==> src/rtl/text_pixel_gen.sv <==
// Character-cell text renderer: fetches char/attribute from text RAM, glyph rows
// from font ROM, and serialises one 8-pixel cell every 8 dot clocks.
module text_pixel_gen #(
  parameter int COLS = 80,
  parameter int ROWS = 30
) (
  input  logic        clk,
  input  logic        nrst,
  input  logic        frameStart,
  input  logic        lineStart,
  output logic [11:0] textAddr,
  input  logic [15:0] textData,
  output logic [11:0] fontAddr,
  input  logic [7:0]  fontData,
  output logic        fgRed,
  output logic        fgGreen,
  output logic        fgBlue,
  output logic        fgIntense,
  output logic        bgRed,
  output logic        bgGreen,
  output logic        bgBlue,
  output logic        bgIntense,
  output logic        pixel
);

  localparam int COL_W = (COLS > 1) ? $clog2(COLS) : 1;
  localparam int ROW_W = (ROWS > 1) ? $clog2(ROWS) : 1;
  localparam logic [COL_W-1:0] COL_LAST = COL_W'(COLS - 1);
  localparam logic [ROW_W-1:0] ROW_LAST = ROW_W'(ROWS - 1);
  localparam logic [11:0]      COLS12   = 12'(COLS);

  logic [2:0]       phase_q, phase_d;
  logic [COL_W-1:0] col_q, col_d;
  logic [3:0]       scan_q, scan_d;
  logic [ROW_W-1:0] row_q, row_d;
  logic [4:0]       blink_q, blink_d;
  logic             fetch_q, fetch_d;
  // fv: the cell now in the font stage came from this line; sv: same for the shifter
  logic             fv_q, fv_d;
  logic             sv_q, sv_d;
  logic [7:0]       sh_q, sh_d;
  logic [7:0]       pend_q, pend_d;
  logic [7:0]       attr_q, attr_d;
  logic [11:0]      taddr_q, taddr_d;
  logic [11:0]      faddr_q, faddr_d;
  // {pixel, fgR, fgG, fgB, fgI, bgR, bgG, bgB}
  logic [7:0]       out_q, out_d;
  logic             pix_c;

  assign pix_c = sh_q[7] & ~(attr_q[7] & blink_q[4]);

  always_comb begin
    phase_d = phase_q + 3'd1;
    col_d   = col_q;
    scan_d  = scan_q;
    row_d   = row_q;
    blink_d = blink_q;
    fetch_d = fetch_q;
    fv_d    = fv_q;
    sv_d    = sv_q;
    sh_d    = {sh_q[6:0], 1'b0};
    pend_d  = pend_q;
    attr_d  = attr_q;
    taddr_d = taddr_q;
    faddr_d = faddr_q;
    out_d   = '0;

    if (sv_q)
      out_d = {pix_c, attr_q[2], attr_q[1], attr_q[0], attr_q[3],
               attr_q[6], attr_q[5], attr_q[4]};

    if (phase_q == 3'd1) begin
      fv_d    = fetch_q;
      faddr_d = {textData[7:0], scan_q};
      pend_d  = textData[15:8];
    end

    if (phase_q == 3'd3) begin
      sv_d   = fv_q;
      sh_d   = fv_q ? fontData : 8'h00;
      attr_d = pend_q;
    end

    // Last address was issued a slot ago; the final cell still drains through the pipe.
    if (!lineStart && fetch_q && phase_q == 3'd7) begin
      if (col_q == COL_LAST) begin
        fetch_d = 1'b0;
        scan_d  = scan_q + 4'd1;
        if (scan_q == 4'hF)
          row_d = (row_q == ROW_LAST) ? '0 : row_q + 1'b1;
      end else begin
        col_d   = col_q + 1'b1;
        taddr_d = 12'(row_q) * COLS12 + 12'(col_q + 1'b1);
      end
    end

    if (frameStart) begin
      row_d   = '0;
      scan_d  = 4'd0;
      blink_d = blink_q + 5'd1;
    end

    if (lineStart) begin
      fetch_d = 1'b1;
      col_d   = '0;
      phase_d = 3'd0;
      fv_d    = 1'b0;
      sv_d    = 1'b0;
      sh_d    = 8'h00;
      out_d   = '0;
      taddr_d = 12'(row_d) * COLS12;
    end
  end

  always_ff @(posedge clk) begin
    if (!nrst) begin
      phase_q <= '0;
      col_q   <= '0;
      scan_q  <= '0;
      row_q   <= '0;
      blink_q <= '0;
      fetch_q <= 1'b0;
      fv_q    <= 1'b0;
      sv_q    <= 1'b0;
      sh_q    <= '0;
      pend_q  <= '0;
      attr_q  <= '0;
      taddr_q <= '0;
      faddr_q <= '0;
      out_q   <= '0;
    end else begin
      phase_q <= phase_d;
      col_q   <= col_d;
      scan_q  <= scan_d;
      row_q   <= row_d;
      blink_q <= blink_d;
      fetch_q <= fetch_d;
      fv_q    <= fv_d;
      sv_q    <= sv_d;
      sh_q    <= sh_d;
      pend_q  <= pend_d;
      attr_q  <= attr_d;
      taddr_q <= taddr_d;
      faddr_q <= faddr_d;
      out_q   <= out_d;
    end
  end

  assign textAddr  = taddr_q;
  assign fontAddr  = faddr_q;
  assign pixel     = out_q[7];
  assign fgRed     = out_q[6];
  assign fgGreen   = out_q[5];
  assign fgBlue    = out_q[4];
  assign fgIntense = out_q[3];
  assign bgRed     = out_q[2];
  assign bgGreen   = out_q[1];
  assign bgBlue    = out_q[0];
  assign bgIntense = 1'b0;

endmodule

==> config.mk <==
export PLATFORM = sky130hd
export DESIGN_NAME = text_pixel_gen
export DESIGN_NICKNAME = d
export VERILOG_FILES = /design/src/rtl/text_pixel_gen.sv
export SDC_FILE = /design/constraint.sdc
export NUM_CORES = 1
export LEC_CHECK = 0
export BUFFER_PORTS_ARGS = -buffer_cell sky130_fd_sc_hd__buf_2
export CAP_MARGIN = 20
export CORE_UTILIZATION = 45
export CTS_CLUSTER_DIAMETER = 30
export CTS_CLUSTER_SIZE = 20
export DETAILED_ROUTE_END_ITERATION = 7
export PLACE_DENSITY = 0.66
export SLEW_MARGIN = 25
export SYNTH_ARGS = -nofsm -noshare
export SYNTH_HDL_FRONTEND = slang
export SYNTH_SLANG_ARGS = --single-unit
==> constraint.sdc <==
create_clock -name clk -period 9.75 [get_ports clk]
set_input_delay 0.975 -clock clk [delete_from_list [all_inputs] [get_ports clk]]
set_output_delay 0.975 -clock clk [all_outputs]
set_load 0.02 [all_outputs]
; ---- Yosys cells after proc, flatten, opt, wreduce, memory -nomap -nowiden
; Cells that the tools add are included.
[word_totals]
reg_bits = 83
latch_bits = 0
ram_bits = 0
romBits = 0
input_bits = 28
word_cells = 66
memories = 0
[op_classes]
addsub = 7
multipliers = 2
n_div = 0
magnitude_cmp = 0
eq_ne = 7
shift = 0
n_mux = 13
bitwise = 8
reduce_logical = 13
[op_table]
columns = operator, count
row1 = 12-bit two-way mux, 3
row2 = 5-bit two-way mux, 5
row3 = 5-bit by 3-bit multiplier with 8-bit output (second input constant), 2
row4 = 8-bit two-way mux, 2
row5 = 12-bit by 8-bit adder with 12-bit output, 1
row6 = 5-bit by 1-bit adder with 5-bit output (second input constant), 2
row7 = 7-bit by 1-bit adder with 8-bit output (second input constant), 1
row8 = 2-bit AND reduction, 4
row9 = 7-bit by 1-bit adder with 7-bit output (second input constant), 1
row10 = 7-bit == test (second input constant), 1
row11 = 1-bit NOT, 6
row12 = 5-bit == test (second input constant), 1
row13 = 4-bit by 1-bit adder with 4-bit output (second input constant), 1
row14 = 4-bit == test (second input constant), 1
row15 = 2-bit nonzero test, 2
row16 = 2-bit OR reduction, 2
row17 = 4-bit OR reduction, 1
row18 = 3-bit by 1-bit adder with 3-bit output (second input constant), 1
row19 = 3-bit by 1-bit == test with 1-bit output (second input constant), 1
row20 = 3-bit by 2-bit == test with 1-bit output (second input constant), 1
row21 = 3-bit == test (second input constant), 1
row22 = 1-bit two-way mux, 3
row23 = 3-bit OR reduction, 1
row24 = 1-bit bitwise AND, 2
row25 = 3 further kinds, 4

; ---- Logic depth before layout (Yosys ltp)
[depth]
depth_word = 8
mapped_depth = 16
ltp_nobuf = 15

; ---- Least setup slack after synthesis
; Ideal clock, no wire load.
[synth_timing]
path_kind = input to register
startpoint = input port lineStart
endpoint = register taddr_q[11] (netlist: textAddr[11])
arrival_ns = 3.380
required_time_ns = 9.634
path_slack_ns = 6.254
path_stages = 12
n_path_buf = 0
path_cell_list = and3b_1 -> nand4_2 -> or3_4 -> and2_1 -> nor2_1 -> mux2_2 -> ha_1 -> inv_1 -> fa_1 -> nor2_1 -> a311o_1 -> o211a_1
[synth_between]
elab_chain_cells = 7
word_cells_on_any_way = 10
[synth_rtl]
columns = element, line
row1 = "start, declared", 10  ; input logic lineStart,
row2 = 1-bit logical NOT, 85  ; if (!lineStart && fetch_q && phase_q == 3'd7) begin
row3 = 1-bit logical AND (2 in a row), 85
row4 = 5-bit two-way mux, 85
row5 = 5-bit two-way mux, 97  ; if (frameStart) begin
row6 = net row_d[3], 35  ; logic [ROW_W-1:0] row_q, row_d;
row7 = 5-bit by 3-bit multiplier with 8-bit output, 111  ; taddr_d = 12'(row_d) * COLS12;
row8 = 12-bit two-way mux, 103  ; if (lineStart) begin
row9 = "end signal, assigned", 143  ; taddr_q <= taddr_d;
row10 = "end, declared", 44  ; logic [11:0] taddr_q, taddr_d;
; The timed path passes the listed nets, and every way through them passes these cells.
; A chain may end at the register's enable or synchronous reset.

; ---- Final worst setup path
; Ends and elaborated chain as after synthesis.

==> out/metrics.yaml <==
critical_path:
  rr_endpoint: "textAddr[11]"
  path_class: "input pin to register"
  cp-end-kind: "register"
  critPathBufInv: 2
  slowest_delay_ns: 0.47
  path_cells: "buf_2, and3b_1, nand4_2, or3_4, and2_1, nor2_1, mux2_2, ha_1, inv_1, fa_1, nor2_1, a311o_1, o211a_1"
  cp_common_cell: "nor2_1"
  cp_data_required_time_ns: 10.00
  r2r_start: "phase_q[0]"
  crit_path_top_delay_cell: "or3_4"
  arrival_ns: 4.02
  reg2reg_depth: 14
  cp_top_family: "simple AND/OR/NAND/NOR gates"
  r2r_setup_slack_ns: 6.10
  crit_fanout: 13
  start_kind: "input pin"
power_and_ir_drop:
  peakVddDrop_uv: 99.0
  leakage_nw: 1.80
  p_per_area_nw_per_um2: 145
timing:
  setup_viol: 0
  timing.hold.ws_ns: 0.454
  tns_ns: 0
  rsz0062_at_grt: "no"
  clock.fmax_mhz: 266
  worstMarginPinSlew_ns: 0.712
  fin_crit_sh_pct: 38.6
  slew_violations: 0
  fin_crit_ns: 3.77
  relSlewSlack_pct: 52.4
  fin_worst_skew_ns: 0.00926
  hold_viol: 0
grt:
  grt_max_degree: 44
  grt_antenna_before_repair: 0
  grt_pass1_vias: 2898
  grt_overflow_total: 0
  grt_usage_pct: 19.8
  grt_pass1_wl_um: 13400
floorplanning:
  num_rows: 32
  die_y_um: 92.7
  start_util_pct: 47.2
  die-area_sq_um: 8600
  io_pins: 61
  die_w_um: 92.7
  core_region_area_sq_um: 7850
synth:
  ys_top_cells_by_area: "dfxtp_1 (43%), ha_1 (7.4%), nand2_1 (6.4%), nor2_1 (5.4%), a21oi_1 (4.9%)"
  synthXorXnorAreaFrac_pct: 5.67
  yosysMostFrequentCell: "dfxtp_1"
  ys.flop_type: "dfxtp_1"
  yosysSeqAreaShare_pct: 42.7
  synth_edf_count: 0
  ys_types: 51
  yosys_warnings: 0
  synth_compound_area_share_pct: 13.6
  yosys.area.top_type_share_pct: 42.7
  synth_fa_ha_area_share_pct: 8.51
  synth.top_cells.by_count: "dfxtp_1 (79), nand2_1 (63), nor2_1 (53), a21oi_1 (36), ha_1 (22)"
  avgSynthCellArea_sq_um: 8.70
  synth_top_family_by_area: "simple AND/OR/NAND/NOR gates"
  synth-seq-cells: 79
  syn-num-nets: 478
  synth-simple-area-share_pct: 21.4
  synthCells: 426
  async_flop_share_pct: 0
  synthMuxAreaShare_pct: 3.58
  synth_area_sq_um: 3700
  synth_top_area_cell: "dfxtp_1"
cts:
  cts_tree: "built"
  cts_setup_buffers: 0
  cts-buffers-inserted: 9
  cts_buffer_depth: 2
  h-tree-depth: 3
  cts_root_buf: "clkbuf_8"
  clk_transition_reported_paths_ns: 0.09
  cts_resized: 0
  hold_buffers: 0
  cts.sinks: 79
  insertion_delay_ns: 0.36
cells_and_area:
  layout-drive-gt1-share_pct: 18.1
  multi_input_area_sq_um: 1960
  fill_cells: 767
  syn2layout_area_growth_pct: 14.8
  seqCellArea_sq_um: 1580
  fin_nets: 528
  n_antenna_cell: 0
drt:
  viasPerCell: 5.27
  drc: 0
  vias: 3070
  drtIter0Drc: 194
  wl_per_cell_um: 13.9
  drt_wl_total_um: 8130
  ant_nets: 0
  dr.pass1.iters: 4
hold_path:
  worstHoldStart: "phase_q[0]"
  worstHoldPathCells: 1
  whs_endpoint: "phase_q[0]"
  hold_path_class: "register to register"
placed_design:
  numPortBuffers: 59
  routabilityCongestion: 0.871
  dp_hpwl_um: 5750
run:
  maxCapViolations: 0
run_status:
  status: "finished clean"
## per-layer routing
layer | GRT usage [%] | vias to the layer above | wire [um]
li1 | - | 1553 | -
met2 | 31.1 | 68 | 3700
met4 | 7.44 | 0 | 85
met5 | 0 | - | 0
met3 | 4.52 | 9 | 379
met1 | 26.4 | 1440 | 3960
## state kept, by name, indices dropped and copies added, names as in the netlist, 4 cells and up
register / flops
scan_q: 4
fontAddr: 12
row_q: 5
textAddr: 8
out_q: 8
blink_q: 5
attr_q: 8
sh_q: 8
col_q: 7
pend_q: 8
## worst max-delay path by stage
stage	from	end	slack, ns	cells past startpoint
final	lineStart	textAddr[11]	5.98	13
after global routing	lineStart	textAddr[11]	5.86	13
after CTS	lineStart	textAddr[11]	6.04	13
after detailed placement	lineStart	textAddr[11]	5.65	13
after global placement	lineStart	textAddr[11]	5.74	13
after floorplan	lineStart	textAddr[11]	6.25	12
## final cells by class
cell class / instances / area share [%]
Clock buffer: 9 / 2.91
Clock inverter: 7 / 2.06
Inverter: 15 / 1.32
Multi-Input combinational cell: 309 / 46.1
Sequential cell: 79 / 37.2
Tap cell: 102 / 3.00
Timing Repair Buffer: 62 / 7.47
## report_power, final
part           leakage (nW)  switching, mW  internal, mW
registers             0.639        0.00288         0.327
clock network        0.0996          0.134         0.123
logic                  1.06         0.0196        0.0105
## cell usage in the layout (no fill, tap or decap), drive strengths merged, types with 3 or more instances in the layout
master and instances:
nor3 3, a22oi 11, nand4 8, nor2b 5
ha 22, clkbuf 9, nor2 53, o21ai 9
and2 5, and3 13, nand3 3, nand2 63
a21oi 36, inv 17, or3 4, dfxtp 79
xnor2 13, and4 5, o211ai 3, buf 62
xor2 11, mux2i 11
## stage by stage
stage | setup WS [ns] | total power [mW] | instance area (sq um) | util (%) | instances
3_5_place_dp | 5.65 | 0.368 | 4040 | 51.5 | 567
3_3_place_gp | 5.74 | 0.367 | 4040 | 51.5 | 567
6_report | 5.98 | 0.617 | 4250 | 54.2 | 583
4_1_cts | 6.04 | 0.627 | 4250 | 54.2 | 583
2_1_floorplan | 6.25 | 0.356 | 3700 | - | 426
5_1_grt | 5.86 | 0.645 | 4250 | 54.2 | 583
## cell families (layout without fill, tap and decap cells)
logic type | count (synthesis) | in the layout
xor gates and xnor gates | 24 | 24
DFF | 79 | 79
and+or+nand+nor | 168 | 168
other | 1 | 1
adders and majority gates | 24 | 24
AOI/OAI and AO/OA | 79 | 79
buffers and inverters | 38 | 93
muxes | 13 | 13
## worst reg2reg max path: stages, from the launching register on
cell     delay, ns
dfxtp_1       0.36
ha_1          0.18
ha_1          0.20
and3b_1       0.28
nand4_2       0.30
or3_4         0.47
and2_1        0.19
nor2_1        0.16
mux2_2        0.36
ha_1          0.24
inv_1         0.08
fa_1          0.20
nor2_1        0.06
a311o_1       0.35
o211a_1       0.12
(Power assumes the default switching activity.)
